$ cat config.mk
export PLATFORM = sky130hd
export DESIGN_NAME = counter_sched
export DESIGN_NICKNAME = d
export VERILOG_FILES = /design/src/rtl/counter_sched.sv
export SDC_FILE = /design/constraint.sdc
export NUM_CORES = 1
export LEC_CHECK = 0
export ABC_AREA = 1
export CORE_MARGIN = 2
export CORE_UTILIZATION = 40
export DETAILED_ROUTE_END_ITERATION = 8
export GPL_ROUTABILITY_DRIVEN = 0
export HOLD_SLACK_MARGIN = 0.02
export PLACE_DENSITY = 0.71
export SYNTH_ARGS = -nofsm -noshare
export SYNTH_HDL_FRONTEND = slang
export SYNTH_SLANG_ARGS = --single-unit
$ cat constraint.sdc
create_clock -name CLK -period 2.43 [get_ports CLK]
set_input_delay 0.729 -clock CLK [delete_from_list [all_inputs] [get_ports CLK]]
set_output_delay 0.729 -clock CLK [all_outputs]
set_load 0.03 [all_outputs]
$ cat src/rtl/counter_sched.sv
// Two-requester round-robin scheduler in front of the 4-bit counter.
// A job loads D, runs LEN cycles in its mode, drains, then reports Q, RCO pulses and a load check.
module counter_sched #(
  parameter int LEN_W = 8
) (
  input  logic             CLK,
  input  logic             RESET,
  input  logic             REQ0_VALID,
  input  logic [1:0]       REQ0_MODO,
  input  logic [3:0]       REQ0_D,
  input  logic [LEN_W-1:0] REQ0_LEN,
  output logic             REQ0_READY,
  input  logic             REQ1_VALID,
  input  logic [1:0]       REQ1_MODO,
  input  logic [3:0]       REQ1_D,
  input  logic [LEN_W-1:0] REQ1_LEN,
  output logic             REQ1_READY,
  output logic             CNT_ENABLE,
  output logic             CNT_RESET,
  output logic [1:0]       CNT_MODO,
  output logic [3:0]       CNT_D,
  input  logic [3:0]       CNT_Q,
  input  logic             CNT_RCO,
  input  logic             CNT_LOAD,
  output logic             BUSY,
  output logic             DONE,
  output logic             DONE_ID,
  output logic [3:0]       RESULT_Q,
  output logic [LEN_W-1:0] RCO_CNT,
  output logic             LOAD_ERR
);

  localparam logic [1:0] CARGA_D = 2'b11;

  localparam logic [2:0] S_IDLE  = 3'd0;
  localparam logic [2:0] S_LOAD  = 3'd1;
  localparam logic [2:0] S_RUN   = 3'd2;
  localparam logic [2:0] S_DRAIN = 3'd3;
  localparam logic [2:0] S_DONE  = 3'd4;

  logic [2:0]       state;
  logic             last_grant;
  logic             pick1;
  logic             accept;
  logic             check_pending;
  logic [1:0]       job_modo;
  logic [3:0]       job_d;
  logic [LEN_W-1:0] len_left;
  logic             job_id;

  // With both ports valid the one not granted last wins; otherwise the only valid port wins.
  always_comb begin
    if (REQ0_VALID && REQ1_VALID) pick1 = ~last_grant;
    else                          pick1 = REQ1_VALID;
  end

  assign REQ0_READY = (state == S_IDLE) && !RESET && REQ0_VALID && !pick1;
  assign REQ1_READY = (state == S_IDLE) && !RESET && REQ1_VALID && pick1;
  assign accept     = REQ0_READY || REQ1_READY;

  assign BUSY    = (state != S_IDLE);
  assign DONE    = (state == S_DONE);
  assign DONE_ID = DONE && job_id;

  always_comb begin
    CNT_ENABLE = 1'b0;
    CNT_RESET  = 1'b1;
    CNT_MODO   = CARGA_D;
    CNT_D      = 4'h0;
    case (state)
      S_LOAD: begin
        CNT_ENABLE = 1'b1;
        CNT_RESET  = 1'b0;
        CNT_D      = job_d;
      end
      S_RUN: begin
        CNT_ENABLE = 1'b1;
        CNT_RESET  = 1'b0;
        CNT_MODO   = job_modo;
      end
      default: ;
    endcase
  end

  // The counter output lags one cycle, so the load check and the last RCO land after LOAD/RUN.
  always_ff @(posedge CLK) begin
    if (RESET) begin
      state         <= S_IDLE;
      last_grant    <= 1'b1;
      job_modo      <= 2'b00;
      job_d         <= 4'h0;
      len_left      <= '0;
      job_id        <= 1'b0;
      check_pending <= 1'b0;
      RESULT_Q      <= 4'h0;
      RCO_CNT       <= '0;
      LOAD_ERR      <= 1'b0;
    end else begin
      case (state)
        S_IDLE: begin
          if (accept) begin
            job_modo   <= pick1 ? REQ1_MODO : REQ0_MODO;
            job_d      <= pick1 ? REQ1_D    : REQ0_D;
            len_left   <= pick1 ? REQ1_LEN  : REQ0_LEN;
            job_id     <= pick1;
            last_grant <= pick1;
            RCO_CNT    <= '0;
            LOAD_ERR   <= 1'b0;
            state      <= S_LOAD;
          end
        end
        S_LOAD: begin
          check_pending <= 1'b1;
          state         <= (len_left == '0) ? S_DRAIN : S_RUN;
        end
        S_RUN: begin
          check_pending <= 1'b0;
          len_left      <= len_left - LEN_W'(1);
          if (len_left == LEN_W'(1)) state <= S_DRAIN;
        end
        S_DRAIN: begin
          check_pending <= 1'b0;
          RESULT_Q      <= CNT_Q;
          state         <= S_DONE;
        end
        S_DONE:  state <= S_IDLE;
        default: state <= S_IDLE;
      endcase

      if ((state == S_RUN || state == S_DRAIN) && CNT_RCO && (RCO_CNT != '1))
        RCO_CNT <= RCO_CNT + LEN_W'(1);

      if (check_pending && (!CNT_LOAD || (CNT_Q != job_d)))
        LOAD_ERR <= 1'b1;
    end
  end

endmodule

==> impl_metrics.env <==
export IMPL_outcome="finished, final reports clean"
export IMPL_netSwitchingFraction_pct=45.3
export IMPL_achievable_frequency_ghz=0.435
export IMPL_p_per_area_nw_per_um2=888
export IMPL_power_switching_mw=1.17
export IMPL_pwr_share_seq_pct=29.8
export IMPL_antenna_violations_before_repair=0
export IMPL_ys_warn_count=0
export IMPL_critPathArrivalTime_ns=1.57
export IMPL_skew_ns=0.00329
export IMPL_cts_hold_fix_buffers=0
export IMPL_routed_via_density=4.74
export IMPL_worstSkewPairLatency_ns=0.28
export IMPL_insertedDiodeCount=0
export IMPL_core_area_um2=4750
export IMPL_cts_tree="built"
export IMPL_layout_cells_sized_above_1_pct=13.9
export IMPL_grt_usage_pct=20.2
export IMPL_syn_num_nets=356
export IMPL_syn_instance_count=314
export IMPL_comb_power_share_pct=54.9
export IMPL_synthDominantCellAreaShare_pct=33.3
export IMPL_synth_cell_types=28
export IMPL_timing_final_crit_period_ns=2.30
export IMPL_detailedRoute_firstIterationViolations=72
export IMPL_setup_tns_final_ns=0
export IMPL_number_of_global_route_vias_before_repair=1981
export IMPL_vdd_drop_max_mv=0.493
export IMPL_syn_area_per_cell_um2=6.32
export IMPL_synthToLayoutAreaGrowth_pct=46.0
export IMPL_worst_slew_pin_transition_ns=0.387
export IMPL_postLayoutCoreUtil_pct=61.0
export IMPL_wire_length_of_the_first_global_routing_pass_um=8800
export IMPL_detail_route_first_pass_iterations=4
export IMPL_multi_input_combinational_cell_area_um2=1160
export IMPL_synth_cell_area_um2=1990
export IMPL_die_width_um=74.5
export IMPL_p_int_mw=1.41
export IMPL_routed_via_count=2188
export IMPL_crit_required_ns=1.70
export IMPL_std_cell_rows=25
export IMPL_detailed_place_hpwl_um=4190
export IMPL_ant_nets=0
export IMPL_seqCellArea_um2=661
export IMPL_rsz_0062_raised_after_global_routing="no"
export IMPL_globalRouteOverflowTotal=0
export IMPL_cts_reportedPaths_clkPinSlew_ns=0.07
export IMPL_share_clk_of_total_power_pct=15.4
export IMPL_ys_seq_area_share_pct=33.3
export IMPL_cp_slowest_stage_delay_ns=0.24
export IMPL_place_inst=453
export IMPL_drt_wirelength_per_cell_um=11.7
export IMPL_cell_accounting_for_the_most_synthesized_area="sky130_fd_sc_hd__dfxtp_1"
export IMPL_clock_tree_buffer_depth=2
export IMPL_cts_sink_count=33
export IMPL_power_leakage_nw=1.36
export IMPL_filler_cell_count=470
export IMPL_timing_max_cap_violations=0
export IMPL_cts_inserted_buffers=5
export IMPL_slew_violations=0
export IMPL_place_port_buffers=63
export IMPL_maximum_number_of_pins_on_one_net_before_global_route_repair=23
export IMPL_fin_crit_share_pct=94.6
export IMPL_die_extent_in_y_um=74.5
export IMPL_drc=0
export IMPL_route_final_wire_length_um=5400
export IMPL_nets=436
export IMPL_cts_max_level=2
export IMPL_crit_chain="dlygate4sd2_1, nand2_2, nand2_4, inv_4, nor3_4, buf_6"
export IMPL_finalPower_mw=2.57
export IMPL_worstSetupPathType="in2out"
export IMPL_final_cell_count_without_fillers=462
export IMPL_hp_class="reg2reg"
export IMPL_cp_slowest_cell="sky130_fd_sc_hd__dlygate4sd2_1"
export IMPL_setup_viol_count_final=0
export IMPL_ctsRootBufferMaster="sky130_fd_sc_hd__clkbuf_8"
export IMPL_ffs_latches_synth=33
export IMPL_setup_worst_path_start_class="input pin"
export IMPL_critical_path_endpoint_type="primary output"
export IMPL_synth_top_area_cells="sky130_fd_sc_hd__dfxtp_1 (33%), sky130_fd_sc_hd__nand2_1 (16%), sky130_fd_sc_hd__nor2_1 (8.3%)"
export IMPL_timing_hold_ws_ns=0.464
export IMPL_initial_utilization_pct=41.8
export IMPL_hold_viol_final=0
export IMPL_relSlewSlack_pct=74.2
export IMPL_die_area_um2=5540
export IMPL_io_pin_count=64
export IMPL_critical_path_max_fanout=4
## logic make-up after synthesis
group / after synthesis / synth area share (%)
compound gates: 51 / 15.0
flops: 33 / 33.3
xor+xnor: 2 / 0.882
buf+inv: 48 / 9.83
simple gates: 176 / 38.5
fa+ha+maj: 4 / 2.52
## Yosys cell counts
library cell               count
sky130_fd_sc_hd__nand2_4       2
sky130_fd_sc_hd__a21oi_1      15
sky130_fd_sc_hd__buf_2         4
sky130_fd_sc_hd__dfxtp_1      33
sky130_fd_sc_hd__buf_6         1
sky130_fd_sc_hd__a21oi_4       1
sky130_fd_sc_hd__nor3_1        5
sky130_fd_sc_hd__nand2_2       2
sky130_fd_sc_hd__ha_1          4
sky130_fd_sc_hd__nand3b_1      1
sky130_fd_sc_hd__xnor2_1       1
sky130_fd_sc_hd__o21ai_0      28
sky130_fd_sc_hd__a21oi_2       4
sky130_fd_sc_hd__inv_2         5
sky130_fd_sc_hd__inv_1        35
sky130_fd_sc_hd__or2_2         2
sky130_fd_sc_hd__nand3_1      25
sky130_fd_sc_hd__xor2_1        1
sky130_fd_sc_hd__nand3_2       4
sky130_fd_sc_hd__o211ai_1      2
sky130_fd_sc_hd__nand4_1       2
sky130_fd_sc_hd__inv_4         1
sky130_fd_sc_hd__nor2_1       44
sky130_fd_sc_hd__o21ai_4       1
sky130_fd_sc_hd__clkbuf_1      2
sky130_fd_sc_hd__nor2_2        2
sky130_fd_sc_hd__and2_1        1
sky130_fd_sc_hd__nand2_1      86
## power by group through the flow
| stage | clock (mW) | sequential (mW) | combinational [mW] |
|---|---|---|---|
| detailed placement | 0 | 0.777 | 1.40 |
| global placement | 0 | 0.773 | 1.37 |
| floorplan | 0 | 0.783 | 0.908 |
| finish | 0.396 | 0.767 | 1.41 |
| global route | 0.439 | 0.783 | 1.60 |
| CTS | 0.416 | 0.765 | 1.42 |
## layer usage
layer  global-route usage (%)  wire [um]
met5                        0          0
met3                     3.66        258
met2                     36.5       2790
met4                     5.16         46
met1                     24.8       2310
## layout make-up
type | instances | area share [%]
Clock buffer | 5 | 2.37
Clock inverter | 3 | 0.604
Inverter | 41 | 5.39
Multi-Input combinational cell | 233 | 39.9
Sequential cell | 33 | 22.8
Tap cell | 67 | 2.89
Timing Repair Buffer | 80 | 26.1
## registers in the layout, summed over array words and instances (netlist names)
| register | flops |
|---|---|
| RESULT_Q | 4 |
| check_pending | 1 |
| len_left | 8 |
| job_id | 1 |
| state | 3 |
| job_d | 4 |
| LOAD_ERR | 1 |
| RCO_CNT | 8 |
| job_modo | 2 |
| last_grant | 1 |
## cell usage in the layout (no fill, tap or decap), drive strengths merged
cell type and instances:
clkinvlp 1, ha 4, nand3b 1, clkdlybuf4s50 47
or2 2, clkbuf 5, a21oi 20, buf 21
and2 1, dlymetal6s2s 4, o21ai 29, nand4 2
nor2 46, clkinv 2, o211ai 2, nand3 29
dlygate4sd2 8, nand2 90, inv 41, xor2 1
nor3 5, dfxtp 33, xnor2 1
## repair_timing
item | in CTS | in global routing
endpoints found under the setup margin | 9 | 3
endpoints found under the hold margin | 0 | 0
resized for setup | 14 | 4
pin swaps | 0 | 1
setup buffers | 0 | 1
## worst paths after layout
check	cells past startpoint	slack [ns]	to	from
max	6	0.13	REQ0_READY	REQ0_VALID
min reg2reg	2	0.46	check_pending	check_pending
min	2	0.46	check_pending	check_pending
max reg2reg	8	0.78	RCO_CNT[0]	RCO_CNT[0]
## critical path: cells and delay by family
family | cells | cell delay, ns
simple gates | 3 | 0.39
buf+inv | 3 | 0.45
## stage by stage
step	instance area [um2]	setup WS, ns
after detailed placement	2780	-0.151
after floorplan	1990	0.120
after global placement	2780	-0.0996
final	2900	0.131
after CTS	2880	-0.0391
after global routing	2900	0.0695
Power figures use the tool's default switching activity.
==> RTL change 1: new RTL, same settings <==
Reset style: asynchronous (`RESET`), changed in one clocked block.
--- a/src/rtl/counter_sched.sv
+++ b/src/rtl/counter_sched.sv
@@ -83,7 +83,7 @@
   end
 
   // The counter output lags one cycle, so the load check and the last RCO land after LOAD/RUN.
-  always_ff @(posedge CLK) begin
+  always_ff @(posedge CLK or posedge RESET) begin
     if (RESET) begin
       state         <= S_IDLE;
       last_grant    <= 1'b1;
Behaviour: differs if RESET is asserted again (counterexample within 4 cycles, from zero or initial values and one cycle with RESET high); with RESET held inactive, the same outputs for 10 cycles.
==> RTL change 1 against the unedited design <==
  * Synthesized area grew 2.5%
  * First-iteration DRC count decreased by 8.3%
  * Via count fell by 8.4%
  * Total power increased by 20%
  * Sequential power rose by 25%
  * Global-route usage fell by 1.1 points
  * Sequential cell count unchanged
  * Cell area shrank 0.95%
  * Synthesized cell count decreased by 6.1%
  * Combinational power is 22% higher
  * Setup slack got worse by 0.065 ns
  * Critical path depth decreased by 1
  * Routed wire length shrank 13%
  * Critical path type unchanged
  * Largest power group unchanged
==> RTL change 1: results (changes against the unedited design) <==
stage,metric,value,unit,change
worst_setup_path,flop2flop setup slack,0.70,ns,-0.08 ns
final_layout,ANT cells,0,,unchanged
place,DP HPWL,3613,um,-14%
worst_setup_path,crit path DAT,1.64,ns,+0.07 ns
final_layout,NumNets Final,411,,-5.7%
grt,first-pass GRT wire length,8286,um,-5.8%
grt,GR Util All Layers,19.15,%,-1.1 points
status,status,finished clean,,
grt,met3 usage,6.217,%,+2.6 points
timing,relative slew slack,69.77,%,-4.4 points
logic_synthesis,asr flop ratio synth,100.0,%,+100 points
logic_synthesis,Synth area leaders,"dfrtp_1, nand2_1, inv_1",,
grt,GR met2 Demand/Resource,29.28,%,-7.2 points
worst_setup_path,worst reg2reg path startpoint,state[2]$_DFFE_PP0P_,,
logic_synthesis,Netlist cell types,29,,+3.6%
clock_tree,hold buffer count at cts,0,,unchanged
worst_setup_path,reg2reg path depth,11,,+3
hold_path,Hold Path Sink,LOAD_ERR$_DFFE_PP0P_,,
logic_synthesis,register area share after synthesis,40.65,%,+7.4 points
worst_setup_path,Crit Path Max Fanout,3,,-1
grt,largest net degree at the start of global routing,34,,+48%
final_layout,# fillers,480,,+2.1%
grt,GR Util met1,25.00,%,+0.21 points
worst_setup_path,Reg2Reg Capture Point,len_left[0]$_DFFE_PP0P_,,
pwr,Peak supply drop,0.5469,mV,+11%
hold_path,Worst Min Path Start,check_pending$_DFFE_PP0P_,,
routing,DRT Pass-1 Iters,5,,+1
routing,total vias in the final route,2004,,-8.4%
clock_tree,Root Driver,clkbuf_8,,
routing,drt first-iter violations,66,,-8.3%
clock_tree,CTS Buf Count,5,,unchanged
timing,Setup Skew,0.004516,ns,+0.001222 ns
logic_synthesis,syn nets,337,,-5.3%
routing,final WL,4688,um,-13%
pwr,Pleak,1.501,nW,+10%
clock_tree,clk slew on worst S/H paths,0.07,ns,about the same
logic_synthesis,Synth top cells by count,"nand2_1, inv_1, dfrtp_1",,
place,port bufs,63,,unchanged
timing,Hold WS,0.4624,ns,-0.001315 ns
grt,number of global-route vias before repair,1912,,-3.5%
final_layout,share of cells above drive strength 1,10.54,%,-3.4 points
## RTL change 1: changes by cell type in the layout (fill, tap and decap cells not counted), moves of 6 or more
cell	delta
dfxtp_1	-33
dfrtp_1	+32
nand2_1	+22
nor2_1	-18
a21oi_1	-14
o21ai_0	-13
buf_4	-8
o21ai_2	+7
inv_1	+6
## RTL change 1: cells by family after synthesis
kind of cell	count (synthesis)	synth area share, %
AO/OA/AOI/OAI	31	10.27
AND/OR/NAND/NOR	178	36.78
adder cells (fa/ha/maj)	4	2.460
flip-flops	33	40.65
buffers and inverters	49	9.840
## RTL change 1: worst max-delay path: stages
cell             delay [ns]
clkdlybuf4s50_1        0.45
nor2_4                 0.12
nand2_1                0.08
nor2_1                 0.09
buf_4                  0.16
## RTL change 1: per-layer routing
layer,wire [um],up-vias
li1,-,1069
met2,2083,58
met5,0,-
met3,318,6
met1,2229,871
met4,57,0
## RTL change 1: worst max path at each step
stage                                    start     endpoint  cells past startpoint
final                                    RESET   REQ0_READY                      5
after floorplan                     REQ0_VALID   REQ0_READY                      5
after global placement              REQ0_VALID   REQ1_READY                      7
after global routing      state[2]$_DFFE_PP0P_  CNT_MODO[0]                      5
after CTS                 state[0]$_DFFE_PP0P_         BUSY                      3
after detailed placement            REQ0_VALID   REQ1_READY                      7
## RTL change 1: area by class of cell
class | instances | area, sq um | area share [%]
well taps | 67 | 83.83 | 2.919
clock inverters | 2 | 10.01 | 0.3486
clock buffers | 6 | 72.57 | 2.527
flip-flops and latches | 33 | 827.0 | 28.80
multi-input cells | 213 | 1015 | 35.34
inverters | 43 | 161.4 | 5.621
repair buffers | 73 | 701.9 | 24.44
## RTL change 1: repair_timing
action | 4_1_cts | 5_1_grt
resized for setup | 11 | 5
buffers inserted | 0 | 1
pin swaps | 0 | 1
gates cloned | 0 | 0
setup endpoints to repair | 11 | 9
## RTL change 1: power breakdown
part           switching, mW  internal, mW  leakage (nW)
sequential             0.169         0.790         0.410
clock                  0.201         0.198        0.0450
combinational           1.07         0.652          1.05
## RTL change 1: metrics by stage
step	cell area (sq um)	cells	total power [mW]	setup slack, ns	setup TNS (ns)
6_report	2872	437	3.077	0.06597	0
5_1_grt	2872	437	3.363	0.0001530	0
4_1_cts	2858	436	3.084	0.01494	0
3_5_place_dp	2785	428	2.719	-0.02416	-0.02679
3_3_place_gp	2785	428	2.688	0.01930	0
2_1_floorplan	2034	295	2.092	0.1593	0
==> RTL change 2: new RTL, same settings <==
Without the edit above. Set the parameter `LEN_W` to 4 (it was 8).
--- a/src/rtl/counter_sched.sv
+++ b/src/rtl/counter_sched.sv
@@ -1,7 +1,7 @@
 // Two-requester round-robin scheduler in front of the 4-bit counter.
 // A job loads D, runs LEN cycles in its mode, drains, then reports Q, RCO pulses and a load check.
 module counter_sched #(
-  parameter int LEN_W = 8
+  parameter int LEN_W = 4
 ) (
   input  logic             CLK,
   input  logic             RESET,
Ports: changed (resized RCO_CNT, REQ0_LEN and REQ1_LEN); port bits go from 64 to 52. The function was not compared with the original's and may differ.
==> RTL change 2 against the unedited design <==
  * Critical path depth shrank 1
  * Sequential cell count shrank 8
  * Highest routed layer unchanged
  * Non-clock buffer count down 15
  * Cell count is 29% lower
  * Routed wire length decreased by 33%
  * Cell area is 29% lower
  * Die area shrank 29%
  * First-iteration DRC count rose by 42%
  * Synthesized area fell by 31%
  * Register-to-register slack improved by 0.11 ns
  * Critical path type unchanged
  * Setup slack got worse by 0.0067 ns
  * Total power fell by 36%
==> RTL change 2: results (changes against the unedited design) <==
stage,metric,value,unit,change
routing,total vias in the final route,1538,,-30%
timing,Final Cycle Share,94.89,%,+0.27 points
timing,relative slew slack,67.74,%,-6.4 points
place,DP HPWL,2715,um,-35%
clock_tree,# H-tree levels,1,,-1
timing,Setup Skew,0.003732,ns,+0.0004374 ns
place,DP Area,2008,sq um,-28%
pwr,Peak supply drop,0.3684,mV,-25%
logic_synthesis,syn nets,250,,-30%
place,port bufs,51,,-19%
worst_setup_path,reg2reg path depth,6,,-2
worst_setup_path,crit path DAT,1.58,ns,
routing,drt first-iter violations,102,,+42%
logic_synthesis,register area share after synthesis,36.33,%,+3.1 points
place,pre-CTS setup slack,-0.1446,ns,+0.006588 ns
worst_setup_path,worst reg2reg path startpoint,RCO_CNT[1]$_SDFFE_PP0P_,,
final_layout,share of cells above drive strength 1,12.86,%,-1.1 points
grt,first-pass GRT wire length,6368,um,-28%
clock_tree,setup bufs post-CTS,2,,+2
grt,GR Util All Layers,19.76,%,-0.48 points
clock_tree,CTS Buf Count,3,,-2
logic_synthesis,Synth area leaders,"dfxtp_1, nand2_1, nor2_1",,
worst_setup_path,Crit. Startpoint,RESET,,
logic_synthesis,Synth top cells by count,"nand2_1, nor2_1, dfxtp_1",,
final_layout,NumNets Final,315,,-28%
logic_synthesis,Netlist cell types,24,,-14%
clock_tree,post-CTS sizing,19,,+5
clock_tree,clk slew on worst S/H paths,0.14,ns,+0.07 ns
worst_setup_path,Crit Path Max Fanout,3,,-1
clock_tree,Root Driver,clkbuf_4,,
final_layout,# fillers,351,,-25%
grt,number of global-route vias before repair,1516,,-23%
clock_tree,"Clk Latency, worst-skew pair",0.32,ns,+0.04 ns
clock_tree,clock sinks,25,,-24%
pwr,Pleak,0.9959,nW,-27%
worst_setup_path,flop2flop setup slack,0.89,ns,+0.11 ns
grt,largest net degree at the start of global routing,16,,-30%
status,status,finished clean,,
routing,WL/cell,11.11,um,-5.0%
==> RTL change 2: report_power, final <==
group | internal (mW) | switching (mW) | leakage, nW
Clock | 0.0630 | 0.128 | 0.0139
Sequential | 0.503 | 0.0627 | 0.205
Combinational | 0.353 | 0.545 | 0.777
Total | 0.920 | 0.736 | 0.996
==> RTL change 2: logic make-up (layout without fill, tap and decap cells) <==
kind of cell / count (synthesis) / in the layout / synth area share, %
flip-flops: 25 / 25 / 36.33
AO/OA/AOI/OAI: 35 / 35 / 13.26
AND/OR/NAND/NOR: 120 / 120 / 36.51
buffers and inverters: 30 / 94 / 8.992
adder cells (fa/ha/maj): 4 / 4 / 3.633
XOR/XNOR: 2 / 2 / 1.272
==> RTL change 2: worst min path at each step <==
stage	start	end	slack, ns	cells past startpoint
2_1_floorplan	check_pending$_SDFFE_PP0P_	LOAD_ERR$_SDFFE_PP0P_	0.44	2
3_3_place_gp	check_pending$_SDFFE_PP0P_	check_pending$_SDFFE_PP0P_	0.45	2
3_5_place_dp	check_pending$_SDFFE_PP0P_	check_pending$_SDFFE_PP0P_	0.46	2
4_1_cts	check_pending$_SDFFE_PP0P_	check_pending$_SDFFE_PP0P_	0.47	2
5_1_grt	check_pending$_SDFFE_PP0P_	check_pending$_SDFFE_PP0P_	0.49	2
6_report	check_pending$_SDFFE_PP0P_	LOAD_ERR$_SDFFE_PP0P_	0.47	2
==> RTL change 2: metal layers <==
metal	part of all wire [%]	vias to the layer above	track usage (%)	wire [um]
met2	47	43	34.27	1707
met3	5.0	5	5.045	181
met5	0	-	0	0
met1	47	681	24.04	1701
li1	-	809	-	-
met4	0.83	0	5.833	30
==> RTL change 2: through the flow <==
| stage | utilization [%] | hold slack [ns] | std cells | total power, mW | TNS (ns) |
|---|---|---|---|---|---|
| floorplan | - | 0.4389 | 216 | 1.138 | 0 |
| global placement | 60.66 | 0.4530 | 320 | 1.460 | -0.2487 |
| detailed placement | 60.66 | 0.4564 | 320 | 1.469 | -0.2745 |
| CTS | 62.28 | 0.4745 | 326 | 1.664 | 0 |
| global route | 62.36 | 0.4931 | 326 | 1.790 | 0 |
| finish | 62.36 | 0.4716 | 326 | 1.656 | 0 |
==> RTL change 2: layout make-up <==
| type | count | share of cell area [%] |
|---|---|---|
| Multi-Input combinational cell | 161 | 37.76 |
| Clock inverter | 1 | 0.3636 |
| Clock buffer | 3 | 1.091 |
| Timing Repair Buffer | 65 | 29.09 |
| Inverter | 25 | 4.667 |
| Sequential cell | 25 | 24.24 |
| Tap cell | 46 | 2.788 |
==> RTL change 2: worst max-delay path: stages <==
cell	delay, ns
dlygate4sd2_1	0.27
inv_2	0.07
nand3_2	0.13
nor3_4	0.21
buf_6	0.16
